==> config.mk <==
export PLATFORM = sky130hd
export DESIGN_NAME = hist_bin_updater
export DESIGN_NICKNAME = d
export VERILOG_FILES = /design/src/rtl/hist_bin_updater.sv
export SDC_FILE = /design/constraint.sdc
export NUM_CORES = 1
export LEC_CHECK = 0
export ABC_AREA = 1
export BUFFER_PORTS_ARGS = -buffer_cell sky130_fd_sc_hd__buf_2
export CAP_MARGIN = 0
export CORE_ASPECT_RATIO = 1.25
export CORE_MARGIN = 2
export CORE_UTILIZATION = 35
export CTS_BUF_LIST = sky130_fd_sc_hd__clkbuf_4
export CTS_CLUSTER_SIZE = 10
export DETAILED_ROUTE_END_ITERATION = 16
export GPL_TIMING_DRIVEN = 0
export PLACE_DENSITY_LB_ADDON = 0.25
export SYNTH_ARGS = -nofsm -noshare
export SYNTH_HDL_FRONTEND = slang
export SYNTH_SLANG_ARGS = --single-unit
==> constraint.sdc <==
create_clock -name clock -period 2.4 [get_ports clock]
set_input_delay 0.12 -clock clock [delete_from_list [all_inputs] [get_ports clock]]
set_output_delay 0.12 -clock clock [all_outputs]
set_load 0.03 [all_outputs]
==> src/rtl/hist_bin_updater.sv <==
// Histogram read-modify-write engine in front of a 1-cycle-latency single-port RAM.
// Define HIST_SAT_EN to make bins saturate at all-ones and raise a sticky sat_flag.
module hist_bin_updater #(
  parameter int unsigned ADDR_W    = 12,
  parameter int unsigned DATA_W    = 32,
  parameter int unsigned SAMPLE_W  = 16,
  parameter int unsigned BIN_SHIFT = 4
) (
  input  logic                clock,
  input  logic                ctrl_reset,
  input  logic                clear_start,
  output logic                clear_busy,
  input  logic                s_valid,
  output logic                s_ready,
  input  logic [SAMPLE_W-1:0] s_data,
  output logic [ADDR_W-1:0]   ram_address,
  output logic [DATA_W-1:0]   ram_data,
  output logic                ram_wren,
  input  logic [DATA_W-1:0]   ram_q,
  output logic [31:0]         sample_count,
  output logic                sat_flag
);

  localparam int unsigned CNT_W = 32;
  localparam int unsigned IDX_W = (SAMPLE_W > ADDR_W) ? SAMPLE_W : ADDR_W;
  localparam logic [ADDR_W-1:0] BIN_MAX = {ADDR_W{1'b1}};
  localparam logic [DATA_W-1:0] DATA_MAX = {DATA_W{1'b1}};
  localparam logic [CNT_W-1:0]  CNT_MAX = {CNT_W{1'b1}};

  typedef enum logic [2:0] {
    ST_IDLE,
    ST_RD,
    ST_CAP,
    ST_WR,
    ST_CLR
  } state_e;

  state_e              state_q, state_d;
  logic [ADDR_W-1:0]   bin_q, bin_d;
  logic [ADDR_W-1:0]   addr_q, addr_d;
  logic [DATA_W-1:0]   data_q, data_d;
  logic                wren_q, wren_d;
  logic                busy_q, busy_d;
  logic [CNT_W-1:0]    cnt_q, cnt_d;
  logic                sat_q, sat_d;

  logic [IDX_W-1:0]    idx_c;
  logic [ADDR_W-1:0]   bin_c;

  // Bin index from the raw sample, clamped to the top bin instead of wrapping
  assign idx_c = IDX_W'(s_data >> BIN_SHIFT);
  assign bin_c = (idx_c > IDX_W'(BIN_MAX)) ? BIN_MAX : ADDR_W'(idx_c);

  assign s_ready      = (state_q == ST_IDLE) & ~clear_start;
  assign ram_address  = addr_q;
  assign ram_data     = data_q;
  assign ram_wren     = wren_q;
  assign clear_busy   = busy_q;
  assign sample_count = cnt_q;
  assign sat_flag     = sat_q;

  always_ff @(posedge clock or posedge ctrl_reset) begin
    if (ctrl_reset) begin
      state_q <= ST_IDLE;
      bin_q   <= '0;
      addr_q  <= '0;
      data_q  <= '0;
      wren_q  <= 1'b0;
      busy_q  <= 1'b0;
      cnt_q   <= '0;
      sat_q   <= 1'b0;
    end else begin
      state_q <= state_d;
      bin_q   <= bin_d;
      addr_q  <= addr_d;
      data_q  <= data_d;
      wren_q  <= wren_d;
      busy_q  <= busy_d;
      cnt_q   <= cnt_d;
      sat_q   <= sat_d;
    end
  end

  // RAM-side outputs are computed for the state being entered, so they are valid during it
  always_comb begin
    state_d = state_q;
    bin_d   = bin_q;
    addr_d  = addr_q;
    data_d  = data_q;
    wren_d  = 1'b0;
    busy_d  = 1'b0;
    cnt_d   = cnt_q;
    sat_d   = sat_q;

    case (state_q)
      ST_IDLE: begin
        if (clear_start) begin
          state_d = ST_CLR;
          addr_d  = '0;
          data_d  = '0;
          wren_d  = 1'b1;
          busy_d  = 1'b1;
          cnt_d   = '0;
          sat_d   = 1'b0;
        end else if (s_valid) begin
          state_d = ST_RD;
          bin_d   = bin_c;
          addr_d  = bin_c;
        end
      end
      ST_RD: begin
        state_d = ST_CAP;
      end
      ST_CAP: begin
        state_d = ST_WR;
        addr_d  = bin_q;
        wren_d  = 1'b1;
`ifdef HIST_SAT_EN
        if (ram_q == DATA_MAX) begin
          data_d = DATA_MAX;
          sat_d  = 1'b1;
        end else begin
          data_d = ram_q + DATA_W'(1);
        end
`else
        data_d = ram_q + DATA_W'(1);
`endif
      end
      ST_WR: begin
        state_d = ST_IDLE;
        if (cnt_q != CNT_MAX) begin
          cnt_d = cnt_q + CNT_W'(1);
        end
      end
      ST_CLR: begin
        data_d = '0;
        if (addr_q == BIN_MAX) begin
          state_d = ST_IDLE;
        end else begin
          addr_d = addr_q + ADDR_W'(1);
          wren_d = 1'b1;
          busy_d = 1'b1;
        end
      end
      default: begin
        state_d = ST_IDLE;
      end
    endcase
  end

endmodule

Word level (Yosys, flattened, before mapping)

Index checks and enable logic that the tools add are counted.

Bits of input ports: 52
Logic and storage cells: 49
Output and inout port bits: 80
Bits in registers: 93

Reductions and logical operators: 8
Bitwise gates (word level): 2
$lt $le $gt $ge: 1
Eq/ne operators: 11
Mux-type cells: 17
$add $sub $neg: 3

Operator list:

| operator                                            | count |
|---|---|
| case mux 32 bit (3 select lines)                    | 1 |
| adder 32 x 1 -> 32 bit, second input constant       | 2 |
| 2-to-1 mux 32 bit                                   | 2 |
| case mux 32 bit (2 select lines)                    | 1 |
| 2-to-1 mux 12 bit                                   | 4 |
| case mux 12 bit (3 select lines)                    | 1 |
| != test 32 bit, second input constant               | 1 |
| adder 12 x 1 -> 12 bit, second input constant       | 1 |
| equality test 12 bit, second input constant         | 1 |
| > comparator 12 bit, second input constant          | 1 |
| case mux 3 bit (4 select lines)                     | 1 |
| 2-to-1 mux 3 bit                                    | 3 |
| AND reduction 3 bit                                 | 3 |
| != test 2 bit, second input constant                | 4 |
| equality test 3 x 2 -> 1 bit, second input constant | 2 |
| AND reduction 2 bit                                 | 2 |
| equality test 3 x 1 -> 1 bit, second input constant | 1 |
| equality test 3 bit, second input constant          | 1 |
| logical NOT 3 bit                                   | 1 |
| != test 3 bit, second input constant                | 1 |
| case mux 1 bit (3 select lines)                     | 1 |
| nonzero test 3 bit                                  | 1 |
| 2-to-1 mux 1 bit                                    | 2 |
| case mux 1 bit (2 select lines)                     | 1 |
| 3 further kinds                                     | 3 |

Depth between registers and ports, before layout

Gate-level depths: netlist of run 1.

Word-level depth: 5
Depth in mapped cells: 11
Depth with buffers taken out: 11

Worst setup path before layout of run 1

No wires, ideal clock.

Path kind: reg2reg
Start: reg cnt_q[0] (netlist: sample_count[0])
End: reg cnt_q[0] (netlist: sample_count[0])
Buffers on the path: 1
Data required time: 2.267 ns
Stages on the path, launching flop included: 10
Period minus slack after synthesis: 1.921 ns
Data arrival time: 1.788 ns
Setup slack: 0.479 ns
Library setup time: 0.133 ns
Path through: dfrtp_1 > ha_1 > inv_2 > nor2_4 > nand2_4 > nor2_4 > nand3_4 > nand3_2 > buf_6 > o21ai_2

Cells in the longest elaborated chain, start to end: 3
Elaborated cells on any way between the ends: 6
Those cells by class: add/sub: 1; eq/ne: 2; mux: 2; reduce/logical: 1

RTL lines:

| element                                                                        | line     | RTL |
|---|---|---|
| start, declared                                                                | 44       | `logic [CNT_W-1:0] cnt_q, cnt_d;` |
| start signal, assigned                                                         | 79       | `cnt_q <= cnt_d;` |
| adder 32 x 1 -> 32 bit / != test 32 bit (equally long branches)                | 132, 131 |  |
| 2-to-1 mux 32 bit / != test 2 bit (equally long branches)                      | -        |  |
| case mux 32 bit (2 select lines) / AND reduction 3 bit (equally long branches) | -        |  |

Parallel ways exist; a longest one is shown, timed or not. The select of a mux whose other input is x is not followed.
A chain may end at the register's enable or synchronous reset.

Final worst setup path of run 1

Ends and elaborated chain as after synthesis.

==> results.md, run 1 <==
* Status: finished clean
* Mux contribution to synthesized area at 1.55%
* Critical-path top delay cell: dfrtp_1
* CP delay by family, top: simple AND/OR/NAND/NOR gates
* Commonest cells after routing, fill and taps aside: nand2_1, buf_2, nor2_1
* Hold Crit Endpoint: ram_data[27]
* Syn_area_per_cell at 6.84 um^2
* Vias in the first global route at 5850
* H-Tree Depth at 3
* Synth unique cells at 41
* Row cnt at 52
* Sw Share at 28.7%
* Max-slew headroom at 45.5%
* Post-Syn Instances at 848
* Clock buffer depth at 2
* Worst vdd ir at 218 uV
* CTS clk-pin slew, worst paths at 0.16 ns
* Crit-path max FO at 10
* Reg-to-reg endpoint: sample_count[0]
* Post-CTS Setup Bufs at 0
* Die width at 119 um
* Post-synthesis simple-gate area fraction at between 30% and 40%
* Endpoints failing setup at 0
* Port Buf Inserts at 126
* # DRC at 0
* Min-delay src: ram_q[27]
* Most used cell, CP: nor2_4
* Max-Cap Viols at 0
* Drt pass-1 iters at 6
* Synthesized area at around 5800 um^2
* Fin. Hold Viols at 0
* Synth Net Count at 903
* RSZ-0062 raised after global routing: no
* Compound-Gate Fraction of Synth Area at 8.74%
* Final instance area at 7320 um^2
* Clock Power Share at 32.9%
* Commonest non-fill, non-tap cell in the layout: nand2_1
* Placed cells at between 1000 and 1500
* Largest family of logic cells by synthesized area: simple AND/OR/NAND/NOR gates
* Worst-Margin Slew at slightly above 0.8 ns
* CTS root buffer: clkbuf_4
* Final period util at 83.9%
* Ys Warns at 0
* Drt wl/cell at 14.3 um
* First-pass GRT wire length at 28.9 mm
* Detail Placement HPWL at 13.9 mm
* Post-Route Skew at 0.0234 ns
* Power per Cell Area at 366 nW/um^2
* Critical Path Start Type: flop
* Total global-route track usage at about a fifth
* Starting DRT DRC Count at 333
* CP required at 2.78 ns
* Area grow syn2layout at 26.2%
* Yosys reg bits at 93
* Total CTS buffers at 9
* Worst path max stage delay at 0.52 ns
* Largest net degree at the start of global routing at just over 40
* Crit path kind: reg -> reg
* R2R Setup Slk at 0.39 ns
* Die area at 17600 um^2
* Share of cells above drive strength 1 at 19.8%
* Critical path buffer and inverter count at 2
* Worst hold path type: in -> reg
* Post-DRT Antenna Nets at 0
* Post-layout min period at 2.01 ns
* Int Power at 1910 uW
* Max-slew violation count at 0
* Reg2Reg Depth at 9
* Clk_lat worst skew at approximately 0.5 ns
* Via count at ~6000
* Setup TNS at 0 ns
* Xor/xnor share of the synthesized area at between 2 and 2.5%
* Leakage power at 0.00356 uW
* Combinational Power Share at 8.5%
* Sequential fraction of the synthesis area at 40.1%
* Routability cong. at 0.968
* Initial antenna violation count at 1
* Placement Cell Area at 6750 um^2
* Critical path, cell by cell: ha_1, inv_2, nor2_4, nand2_4, nor2_4, nand3_4, nand3_2, buf_6, o21ai_2
* Worst hold path depth at 4
* Io pins at 132
* Flop pwr share at 58.5%
* Die H at 148 um
* Max Clk Rate at 497 MHz
* Data arrival, critical path at 2.39 ns
* Finished Layout Cells at 1252
* Worst setup EP type: flop
* Nets at 1085
* Initial Utilization at 35.8%
* Switching power total at 770 uW
* Core ar. at 16200 um^2
* Worst R2R Start: sample_count[0]
* Hold slack at around 0.035 ns
* Post-synthesis adder-cell area fraction at 0.648%
* Average vias per placed instance at 4.79
* Detailed Route WL at 17.9 mm
* Clk sinks at 93
* CTS tree: done
* GRT overflow at 0
-- worst min-delay path, stage by stage --
cell and delay [ns]:
buf_2 0.12, nand3_1 0.08, nand3_1 0.10, nand2_1 0.06
-- area by class of cell --
type	instances	area, um^2
buffer	16	114
clock buffer	9	67.6
tap	216	270
antenna	1	2.50
multi-input combinational	666	3080
sequential	93	2330
fill	1671	8880
timing repair buffer	171	1110
clock inverter	7	66.3
inverter	73	278
-- worst max-delay path by stage --
stage	endpoint	cells after the start	start	slack, ns
after floorplan	sample_count[0]	9	sample_count[0]	0.48
after global placement	sample_count[8]	9	sample_count[0]	0.40
after detailed placement	sample_count[8]	9	sample_count[0]	0.37
after CTS	sample_count[0]	9	sample_count[0]	0.35
after global routing	sample_count[1]	10	sample_count[0]	0.20
final	sample_count[0]	9	sample_count[0]	0.39
-- cells in the mapped netlist (all sizes together) --
cell	number	area, um^2
nand2	338	1300
nor2	123	504
dfrtp	93	2330
nand3	78	413
inv	73	274
o21ai	60	349
buf	14	106
xnor2	10	87.6
mux2	8	90.1
a21o	7	52.6
a21oi	7	35.0
nand4	6	37.5
nor3	6	30.0
xor2	5	43.8
or2	4	25.0
ha	3	37.5
clkbuf	2	7.51
o21a	2	15.0
o21bai	2	15.0
a22o	1	8.76
a32o	1	10.0
conb	1	3.75
nand3b	1	7.51
o211ai	1	7.51
o22ai	1	6.26
o31ai	1	7.51
-- power by group through the flow --
stage | sequential (uW) | combinational (uW) | clock, uW
after floorplan | 1600 | 77.7 | 0
after global placement | 1600 | 167 | 0
after detailed placement | 1600 | 176 | 0
after CTS | 1570 | 229 | 922
after global routing | 1570 | 253 | 965
final | 1570 | 229 | 882
-- state kept, by name, summed over array words and instances (netlist names) --
name	cells
ram_data	32
sample_count	32
bin_q	12
ram_address	12
state_q	3
clear_busy	1
ram_wren	1
-- cells by family after synthesis --
| kind of cell | after synthesis |
|---|---|
| buffers and inverters | 89 |
| flip-flops | 93 |
| multiplexers | 8 |
| AND/OR/NAND/NOR | 556 |
| other | 1 |
| adder cells (fa/ha/maj) | 3 |
| XOR/XNOR | 15 |
| AO/OA/AOI/OAI | 83 |
-- stage by stage --
stage / utilization (%) / total power [uW] / setup slack [ns]
after floorplan: - / 1670 / 0.479
after global placement: 41.4 / 1760 / 0.398
after detailed placement: 41.7 / 1770 / 0.371
after CTS: 45.1 / 2720 / 0.349
after global routing: 45.2 / 2790 / 0.195
final: 45.2 / 2680 / 0.388
-- timing repair --
action / 4_1_cts / 5_1_grt
hold buffers: 43 / 0
hold endpoints to repair: 84 / 0
resized for setup: 0 / 0
-- per-layer routing --
layer  global-route usage, %  share of wire (%)  vias to the layer above
li1                        -                  -                     3058
met1                    23.0                 40                     2713
met2                    38.2                 51                      176
met3                    2.82                4.2                       55
met4                    11.4                4.7                        0
met5                       0                  0                        -
No activity file was read; power rests on OpenSTA's default activity.
==> inputs of run 2 (changes only) <==
==> constraint.sdc (replaced) <==
create_clock -name clock -period 1.7 [get_ports clock]
set_input_delay 0.085 -clock clock [delete_from_list [all_inputs] [get_ports clock]]
set_output_delay 0.085 -clock clock [all_outputs]
set_load 0.03 [all_outputs]
==> results.md, run 2 (synthesis gave the netlist of run 1 again) <==
* Die width at 119 um (unchanged)
* Commonest cells after routing, fill and taps aside: nand2_1, buf_2, nor2_1 (unchanged)
* Critical Path Start Type: primary input (was flop)
* Worst R2R Start: sample_count[9] (was sample_count[0])
* Fin. Hold Viols at 0 (unchanged)
* Max-slew headroom at 65.6% (was 45.5%)
* Nets at 1103 (was 1085)
* Total CTS buffers at 9 (unchanged)
* Vias in the first global route at 5860 (was 5850)
* Largest net degree at the start of global routing at 41 (unchanged)
* Post-DRT Antenna Nets at 0 (unchanged)
* Power per Cell Area at 506 nW/um^2 (was 366 nW/um^2)
* Worst hold path type: in -> reg (unchanged)
* CTS tree: done (unchanged)
* Clock buffer depth at 2 (unchanged)
* Min-delay src: s_valid (was ram_q[27])
* Status: finished clean (unchanged)
* Share of cells above drive strength 1 at 23.8% (was 19.8%)
* Crit-path max FO at 6 (was 10)
* Port Buf Inserts at 126 (unchanged)
* CTS root buffer: clkbuf_4 (unchanged)
* Die area at 17600 um^2 (unchanged)
* Starting DRT DRC Count at 340 (was 333)
* Drt wl/cell at 14.3 um (about the same)
* Core ar. at 16200 um^2 (unchanged)
* Via count at 6116 (was 6002)
* Data arrival, critical path at 2.02 ns (was 2.39 ns)
* Routability cong. at 0.923 (was 0.968)
* CP startpoint: ram_q[0] (was sample_count[0])
* CP required at 2.10 ns (was 2.78 ns)
* Worst setup EP type: flop (unchanged)
* Final period util at a little over nine tenths
* Placement Cell Area at 6760 um^2 (was 6750 um^2)
* Area grow syn2layout at 30.9% (was 26.2%)
* Clk_lat worst skew at 0.50 ns (was 0.49 ns)
* Endpoints failing setup at 0 (unchanged)
* Io pins at 132 (unchanged)
* Average vias per placed instance at 4.81 (was 4.79)
* Drt pass-1 iters at 5 (was 6)
* Max-Cap Viols at 0 (unchanged)
* R2R Setup Slk at 0.08 ns (was 0.39 ns)
* Worst vdd ir at 333 uV (was 218 uV)
* Initial antenna violation count at 2 (was 1)
* Placed cells at 1192 (unchanged)
* Overall Power at 3840 uW (was 2680 uW)
* Commonest non-fill, non-tap cell in the layout: nand2_1 (unchanged)
* Clk sinks at 93 (unchanged)
* # DRC at 0 (unchanged)
* RSZ-0062 raised after global routing: yes (was no)
* H-Tree Depth at 3 (unchanged)
* Final instance area at 7590 um^2 (was 7320 um^2)
* Finished Layout Cells at 1271 (was 1252)
* Detail Placement HPWL at 13.7 mm (was 13.9 mm)
* Leakage power at 0.00366 uW (was 0.00356 uW)
* Total global-route track usage at 20.6% (was 20.8%)
* Crit path kind: in -> reg (was reg -> reg)
* Post-layout min period at 1.62 ns
* GRT overflow at 0 (unchanged)
* Max Clk Rate at 617 MHz
* Row cnt at 52 (unchanged)
* Max-slew violation count at 0 (unchanged)
* Post-Route Skew at 0.0283 ns (was 0.0234 ns)
* Detailed Route WL at 18.2 mm (was 17.9 mm)
* CTS clk-pin slew, worst paths at 0.19 ns (was 0.16 ns)
* Worst-Margin Slew at 0.515 ns (was 0.816 ns)
* Die H at 148 um (unchanged)
* Initial Utilization at 35.8% (unchanged)
* First-pass GRT wire length at 28.5 mm (was 28.9 mm)
run 2: changes by cell type in the layout (fill, tap and decap cells not counted), moves of 3 or more:
| cell | change |
|---|---|
| nor2_4 | +6 |
| dlygate4sd3_1 | +3 |
| nand2_2 | +5 |
| nand2_1 | -6 |
| buf_2 | -4 |
| dfrtp_2 | +11 |
| buf_4 | +17 |
| nor2_1 | -8 |
| dfrtp_1 | -11 |
run 2: critical path, cell delays in order:
cell and delay [ns]:
dlygate4sd3_1 0.52, buf_2 0.16, ha_1 0.19, nand2_1 0.11
inv_1 0.11, nand3_1 0.16, nor2_1 0.37, xnor2_1 0.21
o21ai_0 0.11
run 2: area by class of cell:
class                   count  area, um^2
plain buffers              16         124
fillers                  1700        8610
flip-flops and latches     93        2340
multi-input cells         666        3180
inverters                  73         280
clock buffers               9        67.6
well taps                 216         270
repair buffers            189        1250
clock inverters             7        73.8
diodes                      2        5.00
run 2: path summary, 6_finish.rpt:
kind                                     to  cells past startpoint
setup / recovery               ram_data[10]                      9
min in group asynchronous  sample_count[19]                      3
setup reg to reg            sample_count[5]                      8
hold reg to reg                ram_data[19]                      2
max in group asynchronous      ram_data[24]                      4
hold / removal                   state_q[0]                      5
run 2: stage by stage:
step | TNS, ns | hold WS (ns) | setup slack (ns) | util, %
final | 0 | 0.0782 | 0.0790 | 46.8
after global routing | -0.160 | 0.127 | -0.0482 | 46.8
after CTS | -0.299 | 0.0461 | -0.0289 | 45.9
after detailed placement | -2.34 | 0.160 | -0.127 | 41.7
after global placement | -24.82 | 0.337 | -0.384 | 41.5
after floorplan | 0 | 0.197 | 0.00933 | -
run 2: layer usage:
metal / vias to the layer above / part of all wire, % / track usage (%)
met1: 2789 / 40 / 23.3
met5: - / 0 / 0
li1: 3090 / - / -
met4: 0 / 4.2 / 10.4
met3: 50 / 4.8 / 3.16
met2: 187 / 51 / 37.6
run 2: what timing repair did:
action,CTS,global route
setup buffers,8,7
hold buffers,46,0
gates resized for setup,8,37
setup endpoints to repair,58,52
hold endpoints to repair,149,0
pin swaps,3,6
run 2: power breakdown:
group,internal (uW),switching (uW),total (uW)
clock,350,950,1300
sequential,2210,0,2210
combinational,150,174,325
total,2710,1120,3840
